===== config.mk =====
export PLATFORM = sky130hd
export DESIGN_NAME = uart_rx_deserializer
export DESIGN_NICKNAME = d
export VERILOG_FILES = /design/src/rtl/uart_pkg.sv /design/src/rtl/uart_baud_tick.sv /design/src/rtl/uart_rx_deserializer.sv
export SDC_FILE = /design/constraint.sdc
export NUM_CORES = 1
export LEC_CHECK = 0
export ABC_AREA = 1
export CORE_ASPECT_RATIO = 0.5
export CORE_MARGIN = 1.5
export CORE_UTILIZATION = 60
export DETAILED_ROUTE_END_ITERATION = 7
export PLACE_DENSITY = 0.83
export SLEW_MARGIN = 20
export SYNTH_ARGS = -nofsm -noshare
export SYNTH_HDL_FRONTEND = slang
export SYNTH_SLANG_ARGS = --single-unit

===== constraint.sdc =====
create_clock -name clk -period 2.6 [get_ports clk]
set_input_delay 0.26 -clock clk [delete_from_list [all_inputs] [get_ports clk]]
set_output_delay 0.26 -clock clk [all_outputs]
set_load 0.03 [all_outputs]

===== src/rtl/uart_pkg.sv =====
// Shared UART definitions: FSM states, default frame constants and the baud divisor helper.
package uart_pkg;

    localparam int unsigned DEFAULT_DATA_SIZE = 8;
    localparam int unsigned DEFAULT_SAMPLE    = 16;

    typedef enum logic [2:0] {
        IDLE,
        START,
        DATA,
        STOP,
        BREAK
    } uart_state_e;

    // Clocks per oversampling tick.
    function automatic int unsigned baud_dvsr(input int unsigned sys_freq,
                                              input int unsigned baud_rate,
                                              input int unsigned sample);
        return sys_freq / (sample * baud_rate);
    endfunction

endpackage


===== src/rtl/uart_baud_tick.sv =====
// Enable-gated sample-tick divider; held at zero while disabled so the tick phase follows enable.
module uart_baud_tick #(
    parameter int unsigned DVSR = 27,
    parameter int unsigned W    = $clog2(DVSR)
) (
    input  logic clk,
    input  logic reset,
    input  logic en,
    output logic tick_c
);

    logic [W-1:0] cnt;

    always_ff @(posedge clk or posedge reset) begin
        if (reset) begin
            cnt <= '0;
        end else if (!en) begin
            cnt <= '0;
        end else if (cnt == W'(DVSR - 1)) begin
            cnt <= '0;
        end else begin
            cnt <= cnt + W'(1);
        end
    end

    assign tick_c = en && (cnt == W'(DVSR - 1));

endmodule


===== src/rtl/uart_rx_deserializer.sv =====
// UART receive front end: synchronizes rx, oversamples it and frames start/data/stop bits
// into bytes with single-cycle valid, framing-error and overrun strobes.
module uart_rx_deserializer
    import uart_pkg::*;
#(
    parameter int unsigned DATA_SIZE = DEFAULT_DATA_SIZE,
    parameter int unsigned SYS_FREQ  = 50000000,
    parameter int unsigned BAUD_RATE = 115200,
    parameter int unsigned SAMPLE    = DEFAULT_SAMPLE
) (
    input  logic                 clk,
    input  logic                 reset,
    input  logic                 rx,
    input  logic                 fifo_full,
    output logic [DATA_SIZE-1:0] rx_data,
    output logic                 rx_valid,
    output logic                 frame_err,
    output logic                 overrun,
    output logic                 busy
);

    localparam int unsigned BAUD_DVSR = baud_dvsr(SYS_FREQ, BAUD_RATE, SAMPLE);
    localparam int unsigned TICK_W    = $clog2(BAUD_DVSR);
    localparam int unsigned S_W       = $clog2(SAMPLE);
    localparam int unsigned B_W       = $clog2(DATA_SIZE + 1);

    uart_state_e          state;
    logic [S_W-1:0]       s_cnt;
    logic [B_W-1:0]       b_cnt;
    logic [DATA_SIZE-1:0] shreg;
    logic                 rx_meta;
    logic                 rxs;
    logic                 tick;
    logic                 tick_en_c;

    // Two-flop synchronizer; idles high so reset never looks like a start bit.
    always_ff @(posedge clk or posedge reset) begin
        if (reset) begin
            rx_meta <= 1'b1;
            rxs     <= 1'b1;
        end else begin
            rx_meta <= rx;
            rxs     <= rx_meta;
        end
    end

    assign tick_en_c = (state != IDLE);

    uart_baud_tick #(
        .DVSR (BAUD_DVSR),
        .W    (TICK_W)
    ) u_baud_tick (
        .clk    (clk),
        .reset  (reset),
        .en     (tick_en_c),
        .tick_c (tick)
    );

    always_ff @(posedge clk or posedge reset) begin
        if (reset) begin
            state     <= IDLE;
            s_cnt     <= '0;
            b_cnt     <= '0;
            shreg     <= '0;
            rx_data   <= '0;
            rx_valid  <= 1'b0;
            frame_err <= 1'b0;
            overrun   <= 1'b0;
            busy      <= 1'b0;
        end else begin
            rx_valid  <= 1'b0;
            frame_err <= 1'b0;
            overrun   <= 1'b0;
            case (state)
                IDLE: begin
                    if (!rxs) begin
                        state <= START;
                        s_cnt <= '0;
                        b_cnt <= '0;
                        busy  <= 1'b1;
                    end
                end
                // Mid start bit: a line that is high again was only a glitch.
                START: begin
                    if (tick) begin
                        if (s_cnt == S_W'(SAMPLE / 2 - 1)) begin
                            s_cnt <= '0;
                            if (!rxs) begin
                                state <= DATA;
                            end else begin
                                state <= IDLE;
                                busy  <= 1'b0;
                            end
                        end else begin
                            s_cnt <= s_cnt + S_W'(1);
                        end
                    end
                end
                DATA: begin
                    if (tick) begin
                        if (s_cnt == S_W'(SAMPLE - 1)) begin
                            s_cnt <= '0;
                            shreg <= {rxs, shreg[DATA_SIZE-1:1]};
                            if (b_cnt == B_W'(DATA_SIZE - 1)) begin
                                b_cnt <= '0;
                                state <= STOP;
                            end else begin
                                b_cnt <= b_cnt + B_W'(1);
                            end
                        end else begin
                            s_cnt <= s_cnt + S_W'(1);
                        end
                    end
                end
                // Framing error outranks overrun; fifo_full only matters in this cycle.
                STOP: begin
                    if (tick) begin
                        if (s_cnt == S_W'(SAMPLE - 1)) begin
                            s_cnt <= '0;
                            if (!rxs) begin
                                frame_err <= 1'b1;
                                state     <= BREAK;
                            end else begin
                                if (fifo_full) begin
                                    overrun <= 1'b1;
                                end else begin
                                    rx_data  <= shreg;
                                    rx_valid <= 1'b1;
                                end
                                state <= IDLE;
                                busy  <= 1'b0;
                            end
                        end else begin
                            s_cnt <= s_cnt + S_W'(1);
                        end
                    end
                end
                BREAK: begin
                    if (rxs) begin
                        state <= IDLE;
                        busy  <= 1'b0;
                    end
                end
                default: begin
                    state <= IDLE;
                    busy  <= 1'b0;
                end
            endcase
        end
    end

endmodule


# == Word level (Yosys, flattened, before mapping) ==
# Cells that the tools add are included.
# totals
ff_bits,38
latch_bits,0
ramBits,0
rom_bits,0
word_cells,92
mem_count,0
# op_classes
n_addsub,3
mul,0
div_mod_pow,0
magnitude_cmp,0
n_eq_ne,18
n_shift,0
mux,45
bitwise,2
reduce_logical,12
# op_table
op,count
4-bit 2-to-1 mux,8
3-bit 2-to-1 mux,10
1-bit 2-to-1 mux,20
"2-bit != test, second input constant",9
3-bit one-hot mux with 5 select lines,1
4-bit one-hot mux with 3 select lines,1
5-bit 2-to-1 mux,2
9-bit AND reduction,1
"4-bit by 1-bit adder with 4-bit output, second input constant",2
"4-bit by 3-bit equality test with 1-bit output, second input constant",2
4-bit one-hot mux with 2 select lines,1
4-bit AND reduction,2
"3-bit by 2-bit equality test with 1-bit output, second input constant",2
6-bit AND reduction,1
3-bit nonzero test,2
"5-bit by 1-bit adder with 5-bit output, second input constant",1
"5-bit equality test, second input constant",1
1-bit one-hot mux with 5 select lines,1
5-bit AND reduction,1
"4-bit equality test, second input constant",1
"3-bit by 1-bit equality test with 1-bit output, second input constant",1
"3-bit equality test, second input constant",1
3-bit zero test,1
3-bit AND reduction,1
6 further kinds,7

# == Longest topological paths before layout ==
# Gate-level depths: netlist of the first run.
# logic_depth
ltp_word,5
ltp_mapped,12

# == By module ==
# A second synthesis of the first run with hierarchy kept.
# hier_totals
hier_cells,218
area_unflattened_um2,1910.6
# modules_own_cells
module,n_inst,cells_each,area_each_um2,seq_area_each_um2
uart_rx_deserializer,1,186,1647.8,828.3
uart_baud_tick,1,32,262.8,125.1

# == Worst setup path before layout of the first run ==
# OpenSTA, ideal clock, no wires.
# synth_path
path_kind,reg2reg
startpoint,register u_baud_tick.cnt[0]
endpoint,register rx_data[7]
setup_time_ns,0.118
arrival_ns,1.480
required_ns,2.482
slack_ns,1.003
path_stages_with_launch,13
n_path_buf,2
path_cell_list,dfrtp_1 -> inv_1 -> ha_1 -> nand2_1 -> inv_1 -> nand2_2 -> nor2_1 -> nand2_1 -> or2_1 -> buf_6 -> buf_12 -> nand2_2 -> o21ai_2
# synth_between
elab_chain_len,3
# synth_lines
item,line,rtl
start: declaration,uart_baud_tick.sv:12,logic [W-1:0] cnt;
start signal: assignment,uart_baud_tick.sv:22,cnt <= cnt + W'(1);
5-bit equality test,uart_baud_tick.sv:26,assign tick_c = en && (cnt == W'(DVSR - 1));
1-bit logical AND,uart_baud_tick.sv:26,
5-bit AND reduction (no line),--,
end signal: assignment,uart_rx_deserializer.sv:127,rx_data <= shreg;
end: declaration,uart_rx_deserializer.sv:15,"output logic [DATA_SIZE-1:0] rx_data,"
# No other way between the ends.
# A chain may end at the register's enable or synchronous reset.

# == Worst setup path in the final report of the first run ==
# layout_path
startpoint,register u_baud_tick.cnt[0]
endpoint,register rx_data[1]
# The elaborated chain is that of the path after synthesis.

==> out/qor.csv, run 1 <==
stage,metric,value,unit
routing,initial DRC count,80,
floorplanning,Die Footprint,3372,um^2
clock_network,clk buf depth,2,
sta,Worst Tran Pin Value,700.0,ps
routing,antenna-violating nets left,0,
critical_path,Worst setup endpoint,rx_data[1]$_DFFE_PP0P_,
yosys,Syn Area/Cell,8.692,um^2
yosys,YS warnings,0,
grt,busiest grt layer,met2,
grt,vias in the first global route,1260,
sta,RSZ-0062 raised after global routing,false,
clock_network,"Clk Latency, worst-skew pair",290,ps
floorplanning,row count,13,
grt,initial antenna violation count,0,
final_layout,post-route cell area,2058,um^2
final_layout,Layout area overhead,13.84,%
placement,port bufs,15,
yosys,Yosys top cell area share,0.4983,
placement,Placed Instances,258,
power,peak supply drop,328.7,uV
power,sw frac,0.2131,
placement,routability congestion estimate,0.8798,
critical_path,WS Path Type,reg2reg,
final_layout,"commonest non-fill, non-tap cell in the layout",nand2_1,
power,Flop pwr share,0.597,
final_layout,# diodes,0,
sta,Worst Skew,6.053,ps
routing,First-pass DRT Iterations,4,
power,static leakage,0.9791,nW
critical_path,Worst Reg-to-Reg Cells,10,
final_layout,most frequent cells in the layout,"nand2_1, dfrtp_1, inv_1, nor2_1, clkdlybuf4s50_1",
critical_path,CP Max Fanout,17,
routing,Residual DRC,0,
clock_network,root buf cell,clkbuf_8,
floorplanning,Core Area,2733,um^2
critical_path,Critical Path RT,2820,ps
power,Pwr Density,484.7,nW/um^2
final_layout,Nets,236,
sta,Tmin final,1906,ps
grt,all-layer global routing usage,0.2181,
yosys,Synth cell types,27,
clock_network,"Hold-fix buffers, CTS",0,
clock_network,Clock transition at path regs,70,ps
status,status,finished clean,
power,Sw Pwr,0.0002125,W
power,Int Power,0.0007850,W
yosys,sequential area share after synthesis,0.5273,
final_layout,Non-Filler Instances,266,
grt,met3 usage in global routing,0.07253,
clock_network,post-cts resize count,0,
placement,Placed Area,1976,um^2
yosys,#FFs+latches synth,38,
yosys,Mapped Area,1808,um^2
critical_path,CP startpoint kind,register,
yosys,"top cells by area, synth","dfrtp_1, nand2_1, inv_1",
routing,WL per Instance,11.57,um
routing,DRT Wirelength,3078,um
routing,via/cell ratio,5.199,
grt,met1 Resource Use GR,0.2820,
sta,Slew Limit Headroom,0.5333,
floorplanning,Initial Utilization,0.6616,
floorplanning,die width,80.63,um
final_layout,layout cell share with drive strength beyond 1,0.1354,
sta,Fin Setup TNS,0,ps
grt,largest net degree at the start of global routing,39,
power,power share of the combinational group,0.019,
sta,Final Cycle Share,0.7332,
sta,Final setup viols,0,
clock_network,CTS Buf Count,5,
critical_path,r2r setup slk,690,ps
critical_path,Critical R2R Capture,rx_data[1]$_DFFE_PP0P_,
critical_path,CP endpoint kind,register,
critical_path,crit path launch,u_baud_tick.cnt[0]$_DFF_PP0_,
clock_network,CTS tree,yes,
clock_network,# clock sinks,38,
sta,Final Hold Fails,0,
sta,Pins Over Slew Limit,0,
grt,first-pass GRT wire length,5402,um
grt,total grt overflow,0,
yosys,"area leader, netlist",dfrtp_1,
run,max_cap viols,0,
placement,Detail Placement HPWL,2270,um
power,clock network power share,0.384,
grt,met2 global-route usage,0.3378,
yosys,"Net Count, Synth",216,
min_path,Hold WC Path Type,reg2reg,
floorplanning,Ports,16,
floorplanning,Die Y,41.82,um
critical_path,Worst Path Arrival,2120,ps
sta,Fmax,524.5,MHz
clock_network,setup bufs post-CTS,0,
clock_network,H-tree depth,2,
yosys,synthesized instance count,208,
routing,Via Count,1383,
critical_path,r2r startpoint,u_baud_tick.cnt[0]$_DFF_PP0_,
## stage by stage
step / power [W] / worst slack [ps] / util / hold WS [ps]
after detailed placement: 0.0006264 / 726.0 / 0.7230 / 350.4
after global placement: 0.0006260 / 798.5 / 0.7230 / 346.1
after CTS: 0.001014 / 692.8 / 0.7532 / 360.6
after global routing: 0.001038 / 507.0 / 0.7532 / 364.6
final: 0.0009975 / 693.6 / 0.7532 / 358.8
after floorplan: 0.0006169 / 1003 / - / 264.5
## how the worst min path moves through the flow
stage / startpoint / cells after the start / slack [ps] / end
floorplan: rx / 0 / 260 / rx_meta$_DFF_PP1_
global placement: rx_meta$_DFF_PP1_ / 0 / 350 / rxs$_DFF_PP1_
detailed placement: rx_meta$_DFF_PP1_ / 0 / 350 / rxs$_DFF_PP1_
CTS: rx_meta$_DFF_PP1_ / 0 / 360 / rxs$_DFF_PP1_
global route: rx_meta$_DFF_PP1_ / 0 / 360 / rxs$_DFF_PP1_
finish: rx_meta$_DFF_PP1_ / 0 / 360 / rxs$_DFF_PP1_
## power groups by stage
stage / Sequential [W] / Clock (W) / Combinational (W)
6_report: 0.000595 / 0.000383 / 0.0000191
5_1_grt: 0.000595 / 0.000420 / 0.0000230
4_1_cts: 0.000595 / 0.000399 / 0.0000201
3_5_place_dp: 0.000606 / 0 / 0.0000201
3_3_place_gp: 0.000606 / 0 / 0.0000197
2_1_floorplan: 0.000606 / 0 / 0.0000109
## per-layer routing
layer	vias up	wire, um
met5	-	0
met4	0	62
met3	7	175
met2	28	1366
met1	653	1474
li1	695	-
## synthesized netlist by cell type
library cell	number
xor2_1	3
nand3_1	12
dfstp_2	2
nor2_1	17
o21ai_2	8
o21ai_0	12
a21oi_1	2
or2_1	1
nor2_4	1
nand2_2	5
xnor2_1	1
nand4_1	4
or2_2	1
o211ai_1	2
mux2i_1	1
nand2_1	58
nor3_1	1
dfrtp_1	36
nor4_1	1
buf_2	1
ha_1	4
buf_12	1
o21ai_1	3
inv_2	3
nor2_2	3
buf_6	1
inv_1	24
## worst max-delay path: stages (launching register included)
cell	delay, ps
dfrtp_1	390
inv_1	60
ha_1	200
nand2_1	80
inv_1	50
nand2_2	100
nor2_1	50
nand2_1	90
or2_1	570
nand2_1	160
o21ai_2	80
## cell type report
type | count | area [um^2]
clock buffer | 6 | 72.57
clock inverter | 2 | 10.01
fill | 208 | 674.4
inverter | 27 | 101.3
multi-input combinational | 140 | 716.9
sequential | 38 | 953.4
tap | 37 | 46.29
timing repair buffer | 16 | 157.7
## sequential cells by signal, summed over array words and instances, names as in the netlist, 3 cells and up
register and cells:
b_cnt 4, rx_data 8, s_cnt 4, shreg 8, state 3, u_baud_tick.cnt 5
## logic make-up after synthesis
group	synth area share
muxes	0.005537
DFF	0.5273
and+or+nand+nor	0.2498
adders and majority gates	0.02768
xor gates and xnor gates	0.01938
buffers and inverters	0.07612
AOI/OAI and AO/OA	0.09412
Note: power is estimated with default switching activity, not from simulation.
==> run 2, diff against run 1 <==
CORE_UTILIZATION = 51   (was 60)
PLACE_DENSITY = 0.75   (was 0.83)
clock period = 1.69 ns   (was 2.6 ns; I/O delays follow)
==> run 2 against run 1 <==
Against the previous run: first-iteration DRC count grew 23%; sequential share of layout area shrank 5.8 points; critical path depth is the same; utilization shrank 6.4 points; critical endpoint is now rx_data[5]$_DFFE_PP0P_; clock-buffer cell count is the same; combinational power grew 60%; total power grew 90%; via count grew 3.6%; non-clock buffer count grew 8.
==> out/qor.csv, run 2 (synthesis gave the netlist of run 1 again) <==
stage,metric,value,unit
final_layout,"commonest non-fill, non-tap cell in the layout",nand2_1,
critical_path,r2r startpoint,s_cnt[1]$_DFFE_PP0P_,
power,clock network power share,0.502,
power,Flop pwr share,0.482,
routing,DRT Wirelength,3761,um
final_layout,Non-Filler Instances,288,
grt,initial antenna violation count,0,
sta,final worst setup slack,19.62,ps
power,overall power,0.001898,W
sta,Worst Skew,7.949,ps
sta,RSZ-0062 raised after global routing,true,
placement,port bufs,15,
sta,Pins Over Slew Limit,0,
floorplanning,die width,87.20,um
sta,Slew Limit Headroom,0.6703,
critical_path,Critical R2R Capture,rx_data[5]$_DFFE_PP0P_,
clock_network,"Hold-fix buffers, CTS",0,
grt,first-pass GRT wire length,5602,um
placement,Placed Instances,275,
sta,Final Cycle Share,0.9884,
status,status,finished clean,
final_layout,layout cell share with drive strength beyond 1,0.2321,
critical_path,WS Path Type,reg2reg,
routing,First-pass DRT Iterations,4,
min_path,Worst Min Path Start,rx,
placement,routability congestion estimate,0.9379,
routing,initial DRC count,98,
routing,antenna-violating nets left,0,
final_layout,most frequent cells in the layout,"nand2_1, dfrtp_1, inv_1, clkdlybuf4s50_1, nor2_1",
final_layout,top flop regs,"rx_data (8), shreg (8), u_baud_tick.cnt (5)",
critical_path,r2r setup slk,20,ps
critical_path,Stages on worst setup path,10,
critical_path,Critical Path RT,1880,ps
routing,WL per Instance,13.06,um
floorplanning,Die Footprint,3933,um^2
final_layout,# diodes,0,
critical_path,CP Cell Sequence,ha_2 -> nand2_2 -> inv_2 -> nand2_4 -> nor2_4 -> nand2_2 -> or2_4 -> clkbuf_16 -> nand2_4 -> o21ai_2,
critical_path,CP startpoint kind,register,
placement,Detail Placement HPWL,2354,um
sta,Final setup viols,0,
grt,largest net degree at the start of global routing,39,
min_path,Hold Crit Depth,1,
clock_network,"Clk Latency, worst-skew pair",290,ps
floorplanning,Die Y,45.10,um
sta,Tmin final,1670,ps
power,Pwr Density,805.8,nW/um^2
power,power share of the combinational group,0.016,
critical_path,CP max stage delay,410,ps
power,sw frac,0.1824,
power,peak supply drop,514.3,uV
final_layout,Nets,244,
floorplanning,row count,15,
power,static leakage,1.101,nW
routing,Via Count,1433,
critical_path,CP Max Fanout,4,
grt,total grt overflow,0,
clock_network,CTS tree,yes,
placement,Place WS,43.94,ps
sta,worst hold margin,283.3,ps
final_layout,Layout area overhead,30.24,%
power,Sw Pwr,0.0003462,W
sta,Fmax,598.7,MHz
clock_network,H-tree depth,2,
floorplanning,Ports,16,
clock_network,# clock sinks,38,
critical_path,cell family with most CP delay,simple AND/OR/NAND/NOR gates,
floorplanning,Initial Utilization,0.5293,
min_path,Hold EP,rx_meta$_DFF_PP1_,
critical_path,crit path launch,s_cnt[1]$_DFFE_PP0P_,
critical_path,Worst Path Arrival,1860,ps
clock_network,root buf cell,clkbuf_8,
run,max_cap viols,0,
floorplanning,Core Area,3416,um^2
critical_path,slowest cell on the critical path,dfrtp_1,
grt,vias in the first global route,1296,
power,Int Power,0.001551,W
sta,Final Hold Fails,0,
critical_path,Worst Reg-to-Reg Cells,10,
sta,Worst Tran Pin Value,494.6,ps
routing,via/cell ratio,4.976,
min_path,Hold WC Path Type,in2reg,
clock_network,Clock transition at path regs,80,ps
clock_network,CTS Buf Count,5,
clock_network,clk buf depth,2,
critical_path,CP endpoint kind,register,
routing,Residual DRC,0,
grt,all-layer global routing usage,0.1926,
critical_path,worst path bufs/invs,2,
final_layout,fillers,243,
run 2: cell count changes in the layout (fill, tap and decap cells not counted), moves of 2 or more:
cell       before  now
nand2_1        58   49
nand2_4         0    9
buf_4           1    5
nor2_1         17   14
nor2_4          1    4
buf_12          0    2
bufinv_16       0    2
clkbuf_16       0    2
clkinv_2        2    0
run 2: worst max-delay path by stage:
stage | to
after floorplan | rx_data[7]$_DFFE_PP0P_
after global placement | rx_data[0]$_DFFE_PP0P_
after detailed placement | rx_data[1]$_DFFE_PP0P_
after CTS | rx_data[1]$_DFFE_PP0P_
after global routing | rx_data[5]$_DFFE_PP0P_
final | rx_data[5]$_DFFE_PP0P_
run 2: area by class of cell:
| type | count | area [um^2] | share of cell area |
|---|---|---|---|
| sequential | 38 | 953.4 | 0.4049 |
| multi-input combinational | 140 | 815.8 | 0.3464 |
| timing repair buffer | 24 | 277.8 | 0.1180 |
| inverter | 27 | 101.3 | 0.04304 |
| clock buffer | 6 | 82.58 | 0.03507 |
| tap | 51 | 63.81 | 0.02710 |
| clock inverter | 2 | 60.06 | 0.02550 |
run 2: layer usage:
layer  wire, um  GRT usage  vias up  part of all wire
li1           -          -      709                 -
met1       1692     0.2376      692              0.45
met2       1895     0.3256       29              0.50
met3        150    0.06216        3             0.040
met4         24    0.07302        0            0.0064
met5          0          0        -                 0
run 2: stage by stage:
stage                     setup TNS [ps]  cell area, um^2    util
after floorplan                        0             1808       -
after global placement                 0             2028  0.5938
after detailed placement               0             2028  0.5938
after CTS                              0             2171  0.6355
after global routing              -249.5             2355  0.6894
final                                  0             2355  0.6894
run 2: repair_timing:
item,in CTS,in global routing
setup buffers,0,3
resized for setup,0,30
setup endpoints to repair,0,15
run 2: power groups by stage:
| stage | Combinational (W) | Clock (W) | Sequential (W) |
|---|---|---|---|
| final | 0.0000305 | 0.000952 | 0.000915 |
| after CTS | 0.0000314 | 0.000968 | 0.000915 |
| after global placement | 0.0000307 | 0 | 0.000933 |
| after floorplan | 0.0000167 | 0 | 0.000932 |
| after detailed placement | 0.0000317 | 0 | 0.000933 |
| after global routing | 0.0000358 | 0.00101 | 0.000915 |
run 2: worst register-to-register path, delay by kind of cell, from the launching register on:
| family | cells | cell delay (ps) |
|---|---|---|
| adder cells (fa/ha/maj) | 1 | 210 |
| flip-flops | 1 | 410 |
| AND/OR/NAND/NOR | 6 | 640 |
| AO/OA/AOI/OAI | 1 | 50 |
| buffers and inverters | 2 | 270 |
==> run 3, diff against run 2 <==
SLEW_MARGIN = 40   (was 20)
==> results of run 3 <==
Final layout, timing and power as in run 2 (identical DEF).
